`src/rtl/bin_to_seg_display.sv`:
```
// Sequential binary-to-7-segment encoder. A double-dabble engine converts one bit per clock.
// Each digit pattern is registered so the displays never show a partial result.

module bin_to_seg_digit (
  input  logic [3:0] digit,
  input  logic       blank,
  input  logic       dash,
  output logic [6:0] seg
);
  // active-low, bit0=a ... bit6=g
  always_comb begin
    seg = 7'h7F;
    if (dash) begin
      seg = 7'h3F;
    end else if (!blank) begin
      unique case (digit)
        4'd0:    seg = 7'h40;
        4'd1:    seg = 7'h79;
        4'd2:    seg = 7'h24;
        4'd3:    seg = 7'h30;
        4'd4:    seg = 7'h19;
        4'd5:    seg = 7'h12;
        4'd6:    seg = 7'h02;
        4'd7:    seg = 7'h78;
        4'd8:    seg = 7'h00;
        4'd9:    seg = 7'h10;
        default: seg = 7'h7F;
      endcase
    end
  end
endmodule

module bin_to_seg_display #(
  parameter int N        = 7,
  parameter int M        = 6,
  parameter int W        = 20,
  parameter bit BLANK_LZ = 1'b1
) (
  input  logic         clk,
  input  logic         reset_n,
  input  logic         start,
  input  logic [W-1:0] value,
  output logic         busy,
  output logic         done,
  output logic         overflow,
  output logic [N-1:0] hex [M-1:0]
);
  localparam int          CW   = $clog2(W + 1);
  localparam logic [63:0] MAXV = 64'(10**M - 1);

  typedef enum logic [1:0] {IDLE, SHIFT, ENCODE} state_t;

  state_t           state_q, state_d;
  logic [W-1:0]     bin_q;
  logic [4*M-1:0]   bcd_q, bcd_adj;
  logic [CW-1:0]    cnt_q;
  logic             ovf_pend_q;
  logic             load, shift, encode;
  logic [M-1:0]     blank;
  logic [M:1]       upz;
  logic [M-1:0][6:0] seg_w;

  // state register
  always_ff @(posedge clk or negedge reset_n) begin
    if (!reset_n) state_q <= IDLE;
    else          state_q <= state_d;
  end

  // next state
  always_comb begin
    state_d = state_q;
    unique case (state_q)
      IDLE:    if (start) state_d = SHIFT;
      SHIFT:   if (cnt_q == CW'(1)) state_d = ENCODE;
      ENCODE:  state_d = IDLE;
      default: state_d = IDLE;
    endcase
  end

  // control strobes
  always_comb begin
    load   = (state_q == IDLE) && start;
    shift  = (state_q == SHIFT);
    encode = (state_q == ENCODE);
  end

  // add-3 correction on every nibble before it is doubled
  for (genvar i = 0; i < M; i++) begin : g_adj
    assign bcd_adj[4*i +: 4] = (bcd_q[4*i +: 4] >= 4'd5) ? bcd_q[4*i +: 4] + 4'd3
                                                         : bcd_q[4*i +: 4];
  end

  // conversion datapath; carries out of the top digit are dropped
  always_ff @(posedge clk or negedge reset_n) begin
    if (!reset_n) begin
      bin_q      <= '0;
      bcd_q      <= '0;
      cnt_q      <= '0;
      ovf_pend_q <= 1'b0;
    end else if (load) begin
      bin_q      <= value;
      bcd_q      <= '0;
      cnt_q      <= CW'(W);
      ovf_pend_q <= 64'(value) > MAXV;
    end else if (shift) begin
      {bcd_q, bin_q} <= {bcd_adj[4*M-2:0], bin_q, 1'b0};
      cnt_q          <= cnt_q - CW'(1);
    end
  end

  // upz[i]: digits i..M-1 are all zero
  assign upz[M]   = 1'b1;
  assign blank[0] = 1'b0;
  for (genvar i = 1; i < M; i++) begin : g_lz
    assign upz[i]   = upz[i+1] & (bcd_q[4*i +: 4] == 4'd0);
    assign blank[i] = BLANK_LZ & upz[i];
  end

  for (genvar i = 0; i < M; i++) begin : g_dig
    bin_to_seg_digit u_dig (
      .digit (bcd_q[4*i +: 4]),
      .blank (blank[i]),
      .dash  (ovf_pend_q),
      .seg   (seg_w[i])
    );
  end

  // registered outputs; hex/overflow only change on the ENCODE edge
  always_ff @(posedge clk or negedge reset_n) begin
    if (!reset_n) begin
      busy     <= 1'b0;
      done     <= 1'b0;
      overflow <= 1'b0;
      for (int i = 0; i < M; i++) hex[i] <= '1;
    end else begin
      busy <= (state_d != IDLE);
      done <= encode;
      if (encode) begin
        overflow <= ovf_pend_q;
        for (int i = 0; i < M; i++) hex[i] <= seg_w[i];
      end
    end
  end
endmodule

```
`config.mk`:
```
export PLATFORM = sky130hd
export DESIGN_NAME = bin_to_seg_display
export DESIGN_NICKNAME = d
export VERILOG_FILES = /design/src/rtl/bin_to_seg_display.sv
export SDC_FILE = /design/constraint.sdc
export NUM_CORES = 1
export LEC_CHECK = 0
export CAP_MARGIN = 10
export CORE_MARGIN = 2
export CORE_UTILIZATION = 50
export DETAILED_ROUTE_END_ITERATION = 10
export PLACE_DENSITY = 0.82
export SLEW_MARGIN = 10
export SYNTH_ARGS = -nofsm -noshare
export SYNTH_HDL_FRONTEND = slang
export SYNTH_SLANG_ARGS = --single-unit
```
`constraint.sdc`:
```
create_clock -name clk -period 2.3 [get_ports clk]
set_input_delay 0.69 -clock clk [delete_from_list [all_inputs] [get_ports clk]]
set_output_delay 0.69 -clock clk [all_outputs]
set_load 0.02 [all_outputs]
```
==> flow_summary_export.csv, run 1 <==
group,metric,value,unit
worst_setup_path,rr_endpoint,"hex[8]$_DFFE_PN1P_",
clock_network,cts_resized,0,
worst_setup_path,rrSetupSlack,130,ps
worst_setup_path,worst-path-max-fanout,2,
synthesis,yosysWarnings,0,
worst_setup_path,path_class,"reg -> out",
worst_setup_path,crit_buf_inv,1,
clock_network,clkTransAtPathRegs,90,ps
clock_network,htreeDepth,3,
timing,finClkSkew,7.88,ps
timing,worstMarginPinSlew,760,ps
global_route,grt_pass1_vias,4331,
timing,whs,177,ps
clock_network,cts.sink_count,97,
synthesis,yosysSeqAreaShare,46.4,%
placement,io_buffers,67,
timing,grt_setup_unrepaired,"false",
worst_setup_path,slowest_delay,610,ps
clock_network,cts_buffer_depth,2,
run_status,status,"finished, final reports clean",
worst_setup_path,reg2reg_depth,6,
synthesis,netlist_instances,588,
drt,drt_iter0_markers,351,
worst_setup_path,cpLargestDelayFamily,"buffers and inverters",
drt,drc_errors,0,
min_path,hold_path.class,"in -> async",
timing,slew-limit-headroom,49.2,%
synthesis,netlist_area,5340,um^2
timing,finalHoldViolCount,0,
synthesis,yosysTopAreaCellShare,25.8,%
pwr,leakagePower,0.00273,uW
finish,final_cell_mix,"77 x nand2_1, 66 x clkdlybuf4s50_1, 55 x dfrtp_1",
worst_setup_path,crit_chain,"clkdlybuf4s50_1",
die,dieArea,11500,um^2
die,num_io_pins,68,
drt,vias,4503,
die,die_w,107,um
global_route,antenna_found_initial,0,
die,initial_utilization,51.5,%
clock_network,cts_made_buffers,9,
synthesis,ys_seq_elements,97,
worst_setup_path,cp_data_arrival_time,1530,ps
die,rows,37,
worst_setup_path,required,1610,ps
drt,routedWlPerCell,15.3,um
pwr,p_per_area,1550,nW/um^2
finish,drive_gt1_share,12.7,%
synthesis,syn_nets,648,
die,coreArea,10400,um^2
clock_network,cts_setup_buffers,0,
synthesis,synth-async-reset-ratio,100,%
die,die_y,107,um
drt,detail-route-antenna-nets,0,
clock_network,root_buffer,"clkbuf_8",
timing,clock.fmax,450,MHz
clock_network,postCtsHoldBufs,0,
finish,finalInstanceArea,6380,um^2
finish,final_common_cell,"nand2_1",
synthesis,synth_flop_cell,"dfrtp_1",
global_route,grt_max_degree,58,
pwr,peakVddDrop,0.664,mV
drt,routed_wl,12100,um
synthesis,syn_avg_cell_area,9.08,um^2
placement,dp_hpwl,8590,um
worst_setup_path,cp-start-kind,"register",
synthesis,synth_cell_types,53,
pwr,power.total,9910,uW
timing,slew_viol_final,0,
global_route,grt_usage,22.3,%
timing,period_minus_slack,2220,ps
clock_network,cts_tree,"built",
finish,layout.cells.non_filler,790,
run,drv_cap,0,
synthesis,synth_top_area_cell,"dfrtp_1",
clock_network,worst_skew_pair.late_latency,370,ps
finish,final.fill_count,845,
drt,first_pass_iters,7,
placement,dpl.cell_count,774,
finish,num_antenna_cells,0,
worst_setup_path,crit_slowest_cell,"clkdlybuf4s50_1",
placement,dpl-instance-area,6200,um^2
worst_setup_path,timing.rr.start,"bcd_q[16]$_DFFE_PN0P_",
global_route,grt-ovfl-total,0,
synthesis,synth-edff-count,0,
drt,vias_per_cell,5.70,
timing,finalSetupViolCount,0,
placement,gp_congestion,0.909,
finish,final_nets,709,
global_route,grt_pass1_wl,20500,um
finish,area_delta_synth_final,19.4,%
timing,fin_crit_sh,96.7,%
worst_setup_path,end_kind,"primary output",
synthesis,synthTopCellsByArea,"dfrtp_1 26%, dfstp_2 21%, ha_1 8.7%",
==> per-stage QoR <==
step | util [%] | setup TNS, ps | worst slack [ps]
final | 61.5 | 0 | 76.4
after global routing | 61.5 | 0 | 29.1
after CTS | 61.5 | 0 | 57.8
after detailed placement | 59.8 | -431 | -55.2
after global placement | 59.8 | -137 | -17.3
after floorplan | - | 0 | 555
==> synthesized netlist by cell type, drive strengths merged (3+ instances only) <==
cell type / instances
nor3: 6
nand2b: 8
clkbuf: 32
mux2i: 5
nand2: 77
o311ai: 3
o22ai: 3
o31ai: 5
ha: 37
o21ai: 52
nor2b: 5
o21bai: 3
nor2: 53
a31oi: 6
a211oi: 3
o211ai: 3
dfstp: 42
a22oi: 19
xor2: 4
or3: 5
nor3b: 5
dfrtp: 55
xnor2: 6
nor4: 6
nand3: 21
and2: 4
inv: 33
o22a: 11
a21oi: 50
==> metal layers <==
metal  track usage [%]  share of wire, %  vias up
li1                  -                 -     2173
met5                 0                 0        -
met3              4.00               6.4       27
met2              35.2                47      163
met4              9.34               2.6        0
met1              30.4                44     2140
==> worst max path at each step <==
| stage | startpoint | end | slack [ps] | cells past startpoint |
|---|---|---|---|---|
| 2_1_floorplan | bcd_q[20]$_DFFE_PN0P_ | hex[10]$_DFFE_PN1P_ | 560 | 6 |
| 3_3_place_gp | start | bin_q[1]$_DFFE_PN0P_ | -20 | 6 |
| 3_5_place_dp | start | bin_q[2]$_DFFE_PN0P_ | -60 | 6 |
| 4_1_cts | hex[13]$_DFFE_PN1P_ | hex[13] | 60 | 1 |
| 5_1_grt | hex[13]$_DFFE_PN1P_ | hex[13] | 30 | 1 |
| 6_report | hex[13]$_DFFE_PN1P_ | hex[13] | 80 | 1 |
==> where the power goes <==
part,switching (uW),internal [uW],leakage (uW)
registers,766,2790,0.00112
logic,2970,2380,0.00153
clock network,583,424,0.0000826
total,4320,5590,0.00273
==> layout make-up <==
class                   count  area (um^2)  area share, %
multi-input cells         425         2620           41.0
flip-flops and latches     97         2480           38.9
repair buffers             83          813           12.8
well taps                 136          170           2.67
clock buffers              12          145           2.28
inverters                  33          124           1.94
clock inverters             4         28.8          0.451
==> state kept, by name, indices dropped and copies added (netlist names) <==
name        flops
bcd_q          24
state_q         2
done            1
ovf_pend_q      1
hex            42
overflow        1
bin_q          20
busy            1
cnt_q           5
==> logic make-up (layout without fill, tap and decap cells) <==
group	after synthesis	count (layout)	synth area share, %
xor+xnor	10	10	1.64
fa+ha+maj	37	37	8.67
mux	5	5	0.937
buf+inv	66	132	4.66
flops	97	97	46.4
compound gates	171	171	19.9
simple gates	202	202	17.8
No activity file was read; power rests on OpenSTA's default activity.
==> inputs of run 2 (changes only) <==
- CORE_UTILIZATION: 50 -> 30
- DONT_BUFFER_PORTS: not set -> 1
- PLACE_DENSITY: 0.82 -> 0.53
==> run 2 against run 1 <==
Total power fell by 1.6%. Clock-buffer cell count up 1. Critical path depth up 5. Non-clock buffer count down 74. Via count shrank 7.5%. Clock power increased by 64%. Clock skew increased by 0.80 ps. Hold slack worse by 130 ps. Die area increased by 64%. Critical endpoint is now hex[12]$_DFFE_PN1P_. Largest cell class unchanged.
==> flow_summary_export.csv, run 2 (synthesis gave the netlist of run 1 again) <==
group,metric,value,unit
run_status,status,"finished, final reports clean",
timing,finalSetupTns,0,ps
timing,fin_crit_sh,91.6,%
worst_setup_path,worst-path-max-fanout,7,
placement,dpl-instance-area,5570,um^2
placement,dp_hpwl,9030,um
timing,slew-limit-headroom,26.3,%
worst_setup_path,crit_slowest_cell,"dfrtp_1",
die,initial_utilization,30.8,%
finish,final.fill_count,1773,
global_route,grt_pass1_wl,21700,um
global_route,grt-ovfl-total,0,
finish,finalInstanceArea,5900,um^2
finish,drive_gt1_share,13.3,%
die,die_w,137,um
global_route,antenna_found_initial,0,
clock_network,root_buffer,"clkbuf_16",
clock_network,cts_made_buffers,9,
pwr,p_per_area,1650,nW/um^2
clock_network,cts_buffer_depth,2,
timing,finClkSkew,8.68,ps
worst_setup_path,end_kind,"register",
finish,reg.largest.list,"hex: 42 flops, bcd_q: 24 flops, bin_q: 20 flops",
worst_setup_path,path_class,"reg -> reg",
drt,first_pass_iters,5,
finish,largest_reg_flops,42,
timing,slew_viol_final,0,
worst_setup_path,crit_chain,"inv_1, ha_1, nand4bb_2, nor4_4, a31oi_1, a21oi_1",
finish,seqCellArea,2480,um^2
global_route,grt_max_degree,98,
finish,multi_input_area,2630,um^2
global_route,grt_pass1_vias,4154,
placement,gp_congestion,0.850,
timing,clock.fmax,475,MHz
timing,grt_setup_unrepaired,"false",
pwr,leakagePower,0.00250,uW
clock_network,clkTransAtPathRegs,70,ps
drt,detail-route-antenna-nets,0,
worst_setup_path,cp-start-kind,"register",
worst_setup_path,cp_data_arrival_time,2380,ps
finish,regMostFlops,"hex",
clock_network,htreeDepth,3,
finish,final_common_cell,"nand2_1",
timing,period_minus_slack,2110,ps
timing,worstMarginPinSlew,1100,ps
drt,drt_iter0_markers,331,
clock_network,postCtsHoldBufs,0,
drt,routed_wl,13200,um
die,rows,48,
die,coreArea,17400,um^2
worst_setup_path,required,2570,ps
timing,finalSetupViolCount,0,
worst_setup_path,rrSetupSlack,190,ps
drt,drc_errors,0,
die,num_io_pins,68,
clock_network,cts.sink_count,97,
die,dieArea,18900,um^2
clock_network,worst_skew_pair.late_latency,350,ps
placement,place_ws,110,ps
drt,vias_per_cell,5.18,
placement,io_buffers,0,
timing,whs,44.0,ps
finish,final_cell_mix,"77 x nand2_1, 55 x dfrtp_1, 52 x nor2_1",
timing,setup_ws,193,ps
drt,vias,4166,
pwr,peakVddDrop,0.939,mV
clock_network,cts_setup_buffers,0,
min_path,hold_path.class,"in -> async",
global_route,grt_usage,14.8,%
finish,area_delta_synth_final,10.5,%
timing,finalHoldViolCount,0,
die,die_y,137,um
finish,final_nets,635,
run,drv_cap,0,
drt,routedWlPerCell,16.4,um
clock_network,cts_tree,"built",
worst_setup_path,slowest_delay,470,ps
finish,num_antenna_cells,0,
[run 2: what timing repair did]
action,in CTS,in global routing
hold endpoints to repair,0,0
endpoints found under the setup margin,0,11
gates resized for setup,0,2
[run 2: path summary, 6_finish.rpt]
path / startpoint / endpoint / cells past startpoint
max in group asynchronous: reset_n / hex[9]$_DFFE_PN1P_ / 0
min in group clk: value[1] / bin_q[1]$_DFFE_PN0P_ / 2
worst max-delay path: bcd_q[17]$_DFFE_PN0P_ / hex[12]$_DFFE_PN1P_ / 6
worst max register to register: bcd_q[17]$_DFFE_PN0P_ / hex[12]$_DFFE_PN1P_ / 6
worst min register to register: bin_q[18]$_DFFE_PN0P_ / bin_q[18]$_DFFE_PN0P_ / 2
worst min-delay path: reset_n / done$_DFF_PN0_ / 0
[run 2: metal layers]
metal,up-vias,part of all wire (%),track usage [%]
met5,-,0,0
met4,0,1.3,3.32
met3,15,7.9,5.45
met2,125,46,23.7
met1,1995,44,19.2
li1,2031,-,-
[run 2: power by group]
part           internal [uW]  switching, uW
Sequential              2830           1430
Combinational           1650           2190
Clock                   1010            644
Total                   5500           4260
[run 2: worst max-delay path, delay by kind of cell, from the launching register on]
family          cells  cell delay [ps]
buf+inv             1              170
compound gates      2              470
fa+ha+maj           1              280
flops               1              470
simple gates        2              650
[run 2: metrics by stage]
| stage | utilization, % | power [uW] | instances |
|---|---|---|---|
| 2_1_floorplan | - | 7090 | 588 |
| 4_1_cts | 34.0 | 9850 | 805 |
| 6_report | 34.0 | 9760 | 805 |
| 3_3_place_gp | 32.1 | 8040 | 789 |
| 3_5_place_dp | 32.1 | 8150 | 789 |
| 5_1_grt | 34.0 | 10700 | 805 |
[run 2: layout make-up]
type                    count  share of cell area, %
multi-input cells         425                   44.5
clock buffers              13                   4.41
flip-flops and latches     97                   42.0
repair buffers              9                   1.14
clock inverters             3                   1.10
well taps                 225                   4.77
inverters                  33                   2.10
==> RTL edit 1: new RTL, config.mk and constraints of run 2 <==
Encoding of `state_t`: now one-hot (3 bits for 3 states).
--- a/src/rtl/bin_to_seg_display.sv
+++ b/src/rtl/bin_to_seg_display.sv
@@ -49,5 +49,5 @@
   localparam logic [63:0] MAXV = 64'(10**M - 1);
 
-  typedef enum logic [1:0] {IDLE, SHIFT, ENCODE} state_t;
+  typedef enum logic [2:0] {IDLE = 3'b001, SHIFT = 3'b010, ENCODE = 3'b100} state_t;
 
   state_t           state_q, state_d;
Formal check against the unedited RTL: no difference found for any inputs over 10 cycles, from zero or initial values and one cycle with reset_n low; not proved beyond that.
==> RTL edit 1 against run 2 <==
Sequential share of layout area increased by 0.82 points; area after synthesis fell by 0.75%; setup slack gained 90 ps; maximum frequency rose by 4.5%; non-clock buffer count increased by 2; final area fell by 0.87%; count of clock-buffer cells in the layout decreased by 2; worst hold slack got worse by 3.4 ps; sequential cell count rose by 1; routed wire length decreased by 6.8%; utilization decreased by 0.18 points.
Power is not compared: it rests on default switching activity, and its combinational part moved more than twofold at a synthesized area within 25%.
==> RTL edit 1: results (changes against run 2) <==
Drt
  – DR vias: 3941 (was 4166)
  – DR iter-0 viols: 209 (was 331)
  – Routed len/inst: 16.0 µm (was 16.4 µm)
  – Routed WL: 12300 µm (was 13200 µm)
  – Drt first pass iters: 4 (was 5)

Placement
  – IO Port Bufs: 0 (unchanged)
  – DP Cell Count: 752 (was 789)
  – Final GP Congestion: 0.883 (was 0.850)
  – Hpwl dp: 8560 µm (was 9030 µm)

Worst setup path
  – Critical Path Fanout Max: 6 (was 7)
  – WP data arrival: 2300 ps (was 2380 ps)
  – Worst path slowest cell: dfrtp_1 (unchanged)
  – RR Endpoint: hex[11] (was hex[12])
  – Top delay family on crit path: simple AND/OR/NAND/NOR gates (unchanged)
  – R2R depth: 6 (unchanged)
  – CP max stage delay: 420 ps (was 470 ps)
  – R2r setup slk: 280 ps (was 190 ps)
  – Worst r2r src: bcd_q[20] (was bcd_q[17])

Power
  – Leak Pwr: about 2.5 nW
  – Cell Int Power: 3.35 mW

STA
  – Hold WS: 40.6 ps (was 44.0 ps)
  – Layout Skew: 9.16 ps (was 8.68 ps)
  – Worst-Margin Slew: 547 ps (was 1100 ps)

GRT
  – Number of global-route vias before repair: 4029 (was 4154)
  – GRT Resource Usage Total: 0.140 (was 0.148)
  – GR Overflow Total: 0 (unchanged)
  – Largest net degree at the start of global routing: 99 (was 98)
  – Global-route wire length before repair: 20600 µm (was 21700 µm)

CTS
  – H-tree level count: 3 (unchanged)
  – Root Buffer: clkbuf_16 (unchanged)
  – CTS resizes: 0 (unchanged)
  – Setup Fix Bufs, Post-CTS: 0 (unchanged)
  – Max clock buf depth: 2 (unchanged)

Cells and area
  – Layout cells sized above 1: 0.147 (was 0.133)
  – # diodes: 0 (unchanged)
  – Regs by FF count: hex (42), bcd_q (24), bin_q (20) (unchanged)
  – Nets: 599 (was 635)
  – Number of fill cells: 1771 (was 1773)

Yosys
  – Post-Syn Instances: 545 (was 588)
  – YS warnings: 0 (unchanged)
  – Net Count, Synth: 606 (was 648)
  – Async SR Flop Fraction: 1.00 (unchanged)
  – Top post-synthesis cells by area: dfrtp_1 (26%), dfstp_2 (21%), ha_1 (9.0%) (was dfrtp_1 (26%), dfstp_2 (21%), ha_1 (8.7%))
  – Most instantiated cells after synthesis: nand2_1 (64), dfrtp_1 (55), nor2_1 (48) (was nand2_1 (77), dfrtp_1 (55), nor2_1 (53))
  – Synth Area in Compound Gates: 0.208 (was 0.199)
  – Multiplexer share of the synthesized area: 0.0135 (was 0.00937)
  – Fraction of the mapped netlist area in adder cells: 0.0897 (was 0.0867)
  – Unique cell type count in the Yosys netlist: 47 (was 53)
  – Xor-xnor portion of the synthesized cell area: 0.0198 (was 0.0164)
  – Sequential share of the synthesized area: 0.473 (was 0.464)

Run status
  – Status: completed (unchanged)
==> RTL edit 1: cell type report <==
cell class              instances  area share
multi-input cells             388       0.437
repair buffers                 11      0.0141
clock inverters                 5      0.0135
flip-flops and latches         98       0.428
clock buffers                  11      0.0398
well taps                     225      0.0481
inverters                      30      0.0192
==> RTL edit 1: cell families (layout without fill, tap and decap cells) <==
logic type | after synthesis | in the layout
AOI/OAI and AO/OA | 170 | 170
xor gates and xnor gates | 12 | 12
adders and majority gates | 38 | 38
buffers and inverters | 59 | 57
DFF | 98 | 98
muxes | 7 | 7
and+or+nand+nor | 161 | 161
==> RTL edit 1: metrics by stage <==
stage                util  setup slack, ps  cell area (µm²)
CTS                 0.338              291             5850
floorplan               -              580             5300
detailed placement  0.320              293             5540
global route        0.338              147             5850
global placement    0.320              400             5540
finish              0.338              283             5850
==> RTL edit 1: power by group through the flow <==
stage	Clock [mW]	Combinational (mW)	Sequential, mW
4_1_cts	1.67	1.05	2.24
3_5_place_dp	0	1.05	2.27
6_report	1.60	1.04	2.24
2_1_floorplan	0	0.835	2.19
5_1_grt	1.75	1.20	2.28
3_3_place_gp	0	1.03	2.26
==> RTL edit 1: worst max path at each step <==
stage / start / end / slack, ps / depth (start not counted)
after floorplan: bcd_q[20] / hex[11] / 580 / 6
after global placement: start / bcd_q[21] / 400 / 4
after detailed placement: bcd_q[21] / hex[11] / 290 / 6
after CTS: bcd_q[20] / hex[11] / 290 / 6
after global routing: bcd_q[20] / hex[11] / 150 / 6
final: bcd_q[20] / hex[11] / 280 / 6
==> RTL edit 1: metal layers <==
layer | track usage | part of all wire | vias to the layer above
met2 | 0.224 | 0.46 | 79
met5 | 0 | 0 | -
li1 | - | - | 1905
met3 | 0.0530 | 0.073 | 14
met4 | 0.0481 | 0.015 | 0
met1 | 0.171 | 0.45 | 1943
==> RTL edit 2: new RTL, settings of run 2 <==
Made on the original files. Change the parameter `W` from 20 to 18.
--- a/src/rtl/bin_to_seg_display.sv
+++ b/src/rtl/bin_to_seg_display.sv
@@ -34,5 +34,5 @@
   parameter int N        = 7,
   parameter int M        = 6,
-  parameter int W        = 20,
+  parameter int W        = 18,
   parameter bit BLANK_LZ = 1'b1
 ) (
Interface: changed (resized value); port bits go from 68 to 66. No check against the original RTL was run, so the function may have changed too.
==> RTL edit 2 against run 2 <==
Area after synthesis down 3.4%; routed wire length fell by 8.8%; setup slack better by 14 ps; sequential power down 5%; final area decreased by 2.9%; sequential cell count fell by 4; clock power fell by 5%; worst hold slack gained 8.9 ps; total power shrank 2.3%; highest routed layer unchanged; global-route usage shrank 1.1 points; non-clock buffer count increased by 7; via count decreased by 6.3%.
==> RTL edit 2: results (changes against run 2) <==
Run status
  – Status: completed (unchanged)

Yosys
  – Top post-synthesis cells by area: dfrtp_1 (25%), dfstp_2 (21%), ha_1 (8.5%) (was dfrtp_1 (26%), dfstp_2 (21%), ha_1 (8.7%))
  – Synth Area per Inst: 9.47 µm² (was 9.08 µm²)
  – Async SR Flop Fraction: 1.00 (unchanged)
  – Synth Area in Compound Gates: 0.221 (was 0.199)
  – Top FF cell, synth: dfrtp_1 (unchanged)
  – Sequential share of the synthesized area: 0.461 (was 0.464)
  – YS warnings: 0 (unchanged)
  – Unique cell type count in the Yosys netlist: 53 (unchanged)
  – Xor-xnor portion of the synthesized cell area: 0.0153 (was 0.0164)
  – Fraction of the mapped netlist area in adder cells: 0.0849 (was 0.0867)
  – Synth top area share: 0.247 (was 0.258)
  – Multiplexer share of the synthesized area: 0.0124 (was 0.00937)
  – Most instantiated cells after synthesis: dfrtp_1 (51), nor2_1 (51), a21oi_1 (50) (was nand2_1 (77), dfrtp_1 (55), nor2_1 (53))

Power
  – Switching Share: 0.429 (was 0.437)
  – Leak Pwr: 2.41 nW (was 2.50 nW)
  – Maximum VDD drop: 516 µV (was 939 µV)

CTS
  – Clock slew at reported path FFs: 70 ps (about the same)
  – TritonCTS Buffers: 9 (unchanged)
  – Max clock buf depth: 2 (unchanged)
  – Root Buffer: clkbuf_16 (unchanged)
  – Worst skew pair latency: 350 ps (about the same)
  – H-tree level count: 3 (unchanged)

Drt
  – Routed len/inst: 15.8 µm (was 16.4 µm)
  – DR iter-0 viols: 189 (was 331)
  – Met3 Routed Length: 592 µm (was 1050 µm)
  – M1 wire length: 5260 µm (was 5850 µm)
  – Top Layer Used: met4 (unchanged)
  – WL met2: 5910 µm (was 6130 µm)
  – DR vias: 3902 (was 4166)
  – Drt first pass iters: 4 (was 5)
  – Routed WL: 12000 µm (was 13200 µm)

Hold path
  – Hold Crit Class: input port to async pin (unchanged)

Cells and area
  – Regs by FF count: hex (42), bcd_q (24), bin_q (18) (was hex (42), bcd_q (24), bin_q (20))
  – Nets: 595 (was 635)
  – Layout cells sized above 1: 0.158 (was 0.133)
  – Number of fill cells: 1744 (was 1773)
  – # diodes: 0 (unchanged)

GRT
  – Largest net degree at the start of global routing: 94 (was 98)
  – Grt met3 use: 0.0352 (was 0.0545)
  – Global-route wire length before repair: 19900 µm (was 21700 µm)
  – Antenna violations before repair: 0 (unchanged)
  – GRT Resource Usage Total: 0.137 (was 0.148)
  – M1 GR Usage: 0.169 (was 0.192)
  – GR Util met2: 0.226 (was 0.237)

Placement
  – DP Cell Count: 748 (was 789)
  – Hpwl dp: 8250 µm (was 9030 µm)
  – Placed Instance Area: 5420 µm² (was 5570 µm²)
  – Setup WS pre-CTS: 171 ps (was 110 ps)
  – Final GP Congestion: 0.836 (was 0.850)

STA
  – Worst slew margin: 0.562 (was 0.263)
  – Layout Skew: 8.68 ps (about the same)
  – Setup TNS: 0 ps (unchanged)

Worst setup path
  – Critical Path Fanout Max: 9 (was 7)
  – WP data arrival: 2380 ps (about the same)
[RTL edit 2: power by group through the flow]
stage / clock network, mW / logic [mW] / registers, mW
after CTS: 1.62 / 3.94 / 4.09
after global placement: 0 / 3.83 / 4.08
after floorplan: 0 / 3.23 / 3.72
final: 1.57 / 3.91 / 4.06
after global routing: 1.69 / 4.45 / 4.21
after detailed placement: 0 / 3.91 / 4.11
[RTL edit 2: what timing repair did]
| item | in CTS | in global routing |
|---|---|---|
| gates resized for setup | 0 | 1 |
| setup buffers | 0 | 0 |
| setup endpoints to repair | 0 | 5 |
[RTL edit 2: cell families (layout without fill, tap and decap cells)]
family | after synthesis | count (layout)
multiplexers | 6 | 6
XOR/XNOR | 9 | 9
flip-flops | 93 | 93
AO/OA/AOI/OAI | 176 | 176
AND/OR/NAND/NOR | 149 | 149
adder cells (fa/ha/maj) | 35 | 35
other | 1 | 1
buffers and inverters | 76 | 75
[RTL edit 2: path summary, 6_finish.rpt]
path	from	end	slack [ps]	cells after the start
hold / removal	reset_n	bcd_q[13]	50	0
min in group clk	value[0]	bin_q[0]	460	2
setup / recovery	bcd_q[20]	hex[15]	210	7
hold reg to reg	bin_q[17]	bcd_q[0]	490	2
max in group asynchronous	reset_n	hex[38]	1970	0
setup reg to reg	bcd_q[20]	hex[15]	210	7
[RTL edit 2: area by class of cell]
class	count	area [µm²]	area share
Multi-Input combinational cell	376	2470	0.431
Sequential cell	93	2380	0.415
Clock buffer	13	270	0.0472
Clock inverter	3	41.3	0.00721
Tap cell	220	275	0.0480
Inverter	43	161	0.0282
Timing Repair Buffer	16	133	0.0231
[RTL edit 2: worst max-delay path: stages, from the launching register on]
cell and delay [ps]:
dfrtp_1 420, inv_1 150, ha_2 280, nor4b_1 270
buf_4 170, and4_1 290, nand3b_1 250, o22a_1 190
